[config.mk]
export PLATFORM = sky130hd
export DESIGN_NAME = pc_sequencer
export DESIGN_NICKNAME = d
export VERILOG_FILES = /design/src/rtl/pc_sequencer_pkg.sv /design/src/rtl/pc_sequencer_npc_target.sv /design/src/rtl/pc_sequencer.sv
export SDC_FILE = /design/constraint.sdc
export NUM_CORES = 1
export LEC_CHECK = 0
export CAP_MARGIN = 20
export CORE_AREA = 4 4 127 220
export CTS_BUF_LIST = sky130_fd_sc_hd__clkbuf_4 sky130_fd_sc_hd__clkbuf_8
export CTS_CLUSTER_SIZE = 25
export DETAILED_ROUTE_END_ITERATION = 10
export DIE_AREA = 0 0 131 224
export DONT_BUFFER_PORTS = 1
export PLACE_DENSITY_LB_ADDON = 0.08
export SETUP_SLACK_MARGIN = 0.3
export SLEW_MARGIN = 20
export SYNTH_ARGS = -nofsm -noshare
export SYNTH_HDL_FRONTEND = slang
export SYNTH_SLANG_ARGS = --single-unit
export TNS_END_PERCENT = 20
[constraint.sdc]
create_clock -name clk -period 3.1 [get_ports clk]
set_input_delay 0.62 -clock clk [delete_from_list [all_inputs] [get_ports clk]]
set_output_delay 0.62 -clock clk [all_outputs]
set_load 0.005 [all_outputs]
[src/rtl/pc_sequencer_pkg.sv]
// Constants shared by the fetch-stage PC sequencer: next-PC opcodes, default
// vectors and the legal instruction address window.
package pc_sequencer_pkg;

  localparam int unsigned NPCOp_PC4 = 0;
  localparam int unsigned NPCOp_Br  = 1;
  localparam int unsigned NPCOp_JL  = 2;
  localparam int unsigned NPCOp_JR  = 3;

  localparam logic [31:0] DEF_RESET_PC = 32'h0000_3000;
  localparam logic [31:0] DEF_EXC_VEC  = 32'h0000_4180;

  localparam logic [31:0] PC_MIN = 32'h0000_3000;
  localparam logic [31:0] PC_MAX = 32'h0000_6ffc;

  typedef enum logic {
    ST_RUN,
    ST_HOLD
  } seq_state_e;

endpackage

[src/rtl/pc_sequencer_npc_target.sv]
// Combinational next-PC target decode from the D-stage operands.
// Zero latency; no flow control, redirect_o=0 means "no redirect requested".
module npc_target
  import pc_sequencer_pkg::*;
#(
  parameter int OP_W = 4
) (
  input  logic [OP_W-1:0] npc_op_i,
  input  logic            branch_i,
  input  logic [31:0]     d_pc_i,
  input  logic [15:0]     imm16_i,
  input  logic [25:0]     imm26_i,
  input  logic [31:0]     rs_i,
  output logic            redirect_o,
  output logic [31:0]     target_o
);

  logic [31:0] br_off;

  assign br_off = {{14{imm16_i[15]}}, imm16_i, 2'b00};

  always_comb begin
    redirect_o = 1'b0;
    target_o   = '0;
    case (npc_op_i)
      OP_W'(NPCOp_Br): begin
        if (branch_i) begin
          redirect_o = 1'b1;
          target_o   = d_pc_i + 32'd4 + br_off;
        end
      end
      OP_W'(NPCOp_JL): begin
        redirect_o = 1'b1;
        target_o   = {d_pc_i[31:28], imm26_i, 2'b00};
      end
      OP_W'(NPCOp_JR): begin
        redirect_o = 1'b1;
        target_o   = rs_i;
      end
      default: ;
    endcase
  end

endmodule

[src/rtl/pc_sequencer.sv]
// Fetch PC register with branch/jump/exception redirect; a redirect seen while imem is busy waits in a one-entry pending slot.
// One-edge redirect latency; stall freezes all but exc/eret. PC_ADEL_CHECK_EN enables the fetch address-error flag.
module pc_sequencer
  import pc_sequencer_pkg::*;
#(
  parameter logic [31:0] RESET_PC = DEF_RESET_PC,
  parameter logic [31:0] EXC_VEC  = DEF_EXC_VEC,
  parameter int          OP_W     = 4
) (
  input  logic            clk,
  input  logic            reset,
  input  logic            stall,
  input  logic            fetch_ready,
  input  logic [31:0]     d_pc,
  input  logic [OP_W-1:0] npc_op,
  input  logic [15:0]     imm16,
  input  logic [25:0]     imm26,
  input  logic [31:0]     rs,
  input  logic            branch,
  input  logic            exc_req,
  input  logic            eret_req,
  input  logic [31:0]     epc,
  output logic [31:0]     F_PC,
  output logic            redirect_pending,
  output logic            pc_adel
);

  seq_state_e  state_q, state_d;
  logic [31:0] pc_q, pc_d;
  logic [31:0] pend_q, pend_d;
  logic        redirect;
  logic [31:0] target;

  npc_target #(.OP_W(OP_W)) u_npc_target (
    .npc_op_i   (npc_op),
    .branch_i   (branch),
    .d_pc_i     (d_pc),
    .imm16_i    (imm16),
    .imm26_i    (imm26),
    .rs_i       (rs),
    .redirect_o (redirect),
    .target_o   (target)
  );

  always_ff @(posedge clk or negedge reset) begin
    if (!reset) begin
      state_q <= ST_RUN;
      pc_q    <= RESET_PC;
      pend_q  <= '0;
    end else begin
      state_q <= state_d;
      pc_q    <= pc_d;
      pend_q  <= pend_d;
    end
  end

  always_comb begin
    state_d = state_q;
    pc_d    = pc_q;
    pend_d  = pend_q;
    if (exc_req) begin
      pc_d    = EXC_VEC;
      pend_d  = '0;
      state_d = ST_RUN;
    end else if (eret_req) begin
      pc_d    = epc;
      pend_d  = '0;
      state_d = ST_RUN;
    end else if (stall) begin
      // D re-presents its redirect once the stall lifts, so nothing is captured here.
    end else if (state_q == ST_HOLD && fetch_ready) begin
      pc_d    = redirect ? target : pend_q;
      pend_d  = '0;
      state_d = ST_RUN;
    end else if (redirect && fetch_ready) begin
      pc_d = target;
    end else if (redirect) begin
      pend_d  = target;
      state_d = ST_HOLD;
    end else if (fetch_ready) begin
      pc_d = pc_q + 32'd4;
    end
  end

  assign F_PC             = pc_q;
  assign redirect_pending = (state_q == ST_HOLD);

`ifdef PC_ADEL_CHECK_EN
  assign pc_adel = (pc_q[1:0] != 2'b00) || (pc_q < PC_MIN) || (pc_q > PC_MAX);
`else
  assign pc_adel = 1'b0;
`endif

endmodule

==> reports/metrics.cfg <==
[critical_path]
worst_ep_arrival_time_ns=3.04
startpoint_type=primary input
cp_slowest_stage_delay_ns=0.32
timing.critical_path.mode_cell=buf_4
cp_max_fo=3
critPathCaptureType=flip-flop
criticalPathCategory=primary input to flip-flop
required_ns=3.36
worst_path_max_delay_cell=ha_1
crit_chain=ha_1 -> ha_4 -> buf_4 -> nand2_1 -> o21ai_1 -> buf_4 -> a32o_2 -> a2111oi_4 -> buf_4 -> xnor2_1 -> a21oi_2 -> a21oi_1 -> a211oi_2 -> o21ai_1

[route]
final_antenna_net_count=0
drt_first_pass_iters=5
wl_per_cell_um=23.1
route.detailed.drc=0
route.vias.total=6350
highest_layer=met4
wl_met2_um=14000
viasPerCell=5.48
met3_length_um=1410
drt_iter0_drc=407
routed_wl_um=26800
wirelength_met1_um=10700

[floorplanning]
ios=183
initial_core_util_pct=24.8
core-area_um2=26100
dieHeight_um=224
dieArea_um2=29300
row_count=78
die-width_um=131

[power_and_ir_drop]
p_comb_share_pct=33.7
power_switching_share_pct=34.5
ir_drop_mv=0.154
netSwitchingPower_mw=1.04
cellPowerDensity_nw_per_um2=382
clock_power_share_pct=33.8
pwr-share-seq_pct=32.5
p_leak_nw=3.24
internal_power_mw=1.97

[sta]
slew_headroom_pct=40.2
worst_pin_slew_ns=0.894
finalCriticalPeriod_ns=2.78
fmax_mhz=359
setup_ws_ns=0.315
final_max_slew_viol_count=0
setup_violations=0
rsz0062_at_grt=yes
fin_skew_ns=0.0164
finalCritPeriodShare_pct=89.8
setup-tns-final_ns=0
hold_violations=0

[global_route]
grt_max_degree=64
grt_overflow_total=0
grt_pass1_vias=6727
grt.total_usage_pct=18.2
grt_pass1_wl_um=40900
antenna_found_initial=1

[placed_design]
dp_slack_ns=-0.255
placedCellCount=1138
place.detailed.hpwl_um=21400
routabilityCongestion=0.850
port_buffers=0

[final_layout]
final_util_pct=30.2
layout_common_cells=99 x nand2_1, 63 x dfrtp_1, 63 x nor2_1
area_growth_pct=21.9
final_nets=1040
drive_gt1_share_pct=19.0
fin_cells=1159
final_common_cell=nand2_1

[clock_network]
cts.root.buffer_cell=clkbuf_8
clk_path_buf_depth=2
clkSinkCount=65
cts_htree_levels=3
path_clk_slew_ns=0.09
cts_tree=done
cts_inserted_buffers=9
clk_latency_ns=0.39

[run_status]
outcome=finished, final reports clean

[yosys]
synthArstFlopShare_pct=100
syn-instance-count=806
syn-cell-area_um2=6460
ys_types=74
yosys_warnings=0
yosys_most_used_dff=dfrtp_1
syn_area_per_cell_um2=8.01
synth-edff-count=0
syn-num-nets=1014
synth_seq_cells=65
yosysSeqAreaShare_pct=25.2

[min_path]
hold_class=primary input to async pin

[job]
drv_cap=0

==> layer usage <==
| metal | GRT usage (%) | up-vias |
|---|---|---|
| met1 | 21.9 | 3058 |
| met3 | 2.89 | 30 |
| li1 | - | 3050 |
| met4 | 5.71 | 0 |
| met2 | 32.5 | 212 |
| met5 | 0 | - |
==> kinds of logic (layout without fill, tap and decap cells) <==
family | Yosys count | in the layout | synth area share (%)
flip-flops | 65 | 65 | 25.2
other | 1 | 3 | 0.0581
adder cells (fa/ha/maj) | 59 | 59 | 11.5
buffers and inverters | 63 | 94 | 3.97
AND/OR/NAND/NOR | 262 | 262 | 18.9
XOR/XNOR | 46 | 46 | 6.24
multiplexers | 32 | 32 | 5.09
AO/OA/AOI/OAI | 278 | 278 | 29.0
==> worst max-delay path: cells and delay by family <==
| family | cells | cell delay (ns) |
|---|---|---|
| buffers and inverters | 3 | 0.49 |
| XOR/XNOR | 1 | 0.08 |
| AND/OR/NAND/NOR | 1 | 0.05 |
| adder cells (fa/ha/maj) | 2 | 0.58 |
| AO/OA/AOI/OAI | 7 | 1.22 |
==> state kept, by name, summed over array words and instances (netlist names) <==
| register | flops |
|---|---|
| redirect_pending | 1 |
| F_PC | 32 |
| pend_q | 32 |
==> power groups by stage <==
stage / clock, mW / combinational, mW / sequential (mW)
6_report: 1.02 / 1.01 / 0.976
5_1_grt: 1.07 / 1.12 / 0.987
4_1_cts: 1.04 / 0.985 / 0.978
3_5_place_dp: 0 / 0.949 / 0.994
3_3_place_gp: 0 / 0.954 / 0.994
2_1_floorplan: 0 / 0.707 / 0.963
==> metrics by stage <==
stage	power [mW]	hold slack, ns	instance area (um^2)
4_1_cts	3.01	0.0338	7730
3_5_place_dp	1.94	0.327	7410
3_3_place_gp	1.95	0.328	7410
2_1_floorplan	1.67	0.324	6790
6_report	3.01	0.0548	7870
5_1_grt	3.18	0.0352	7870
==> cell usage after synthesis (all sizes together) (3+ instances only) <==
cell	count	area share, %
a211o	3	0.41
mux2i	25	3.9
ha	58	11
a21boi	6	0.76
nor3b	4	0.46
a31oi	8	0.77
o22ai	14	1.4
a21oi	65	5.2
a31o	4	0.54
nand3	26	2.0
and4	5	0.68
mux2	7	1.2
clkbuf	35	2.0
o41ai	4	0.83
a22o	10	1.4
a221oi	9	1.2
a22oi	8	0.93
nor3	13	1.1
inv	17	0.99
nor4	3	0.29
xor2	13	1.8
nand4	14	1.4
nor2b	5	0.48
dfrtp	63	24
a2111oi	3	0.70
and3	12	1.2
a311oi	3	0.41
nand2	99	5.8
o211ai	5	0.58
o21bai	5	0.76
nand2b	6	0.58
a32oi	5	0.68
o21ai	74	5.7
a21o	20	2.3
o31ai	3	0.35
buf	11	0.95
xnor2	33	4.5
a211oi	13	1.6
nor2	65	3.8
==> final timing paths <==
check                           slack [ns]       from   endpoint  cells past startpoint
worst max-delay path                  0.32   d_pc[11]   F_PC[20]                     14
worst min-delay path                  0.05      reset   F_PC[13]                      0
worst max register to register        0.63   F_PC[13]   F_PC[27]                      9
worst min register to register        0.48  pend_q[1]  pend_q[1]                      2
max in group asynchronous             2.67      reset   F_PC[27]                      1
min in group clk                      0.28    exc_req   F_PC[15]                      1
==> final cells by class <==
type | count | area [um^2]
antenna | 2 | 5.00
clock buffer | 9 | 124
tap | 320 | 400
sequential | 65 | 1630
inverter | 17 | 63.8
multi-input combinational | 678 | 5030
fill | 2784 | 18200
clock inverter | 7 | 143
timing repair buffer | 61 | 478
==> what timing repair did <==
| action | CTS | global route |
|---|---|---|
| hold buffers | 1 | 0 |
| setup endpoints to repair | 5 | 22 |
| setup buffers | 0 | 2 |
| gates resized for setup | 4 | 21 |
| pin swaps | 0 | 9 |
| hold endpoints to repair | 63 | 0 |
No activity file was read; power rests on OpenSTA's default activity.
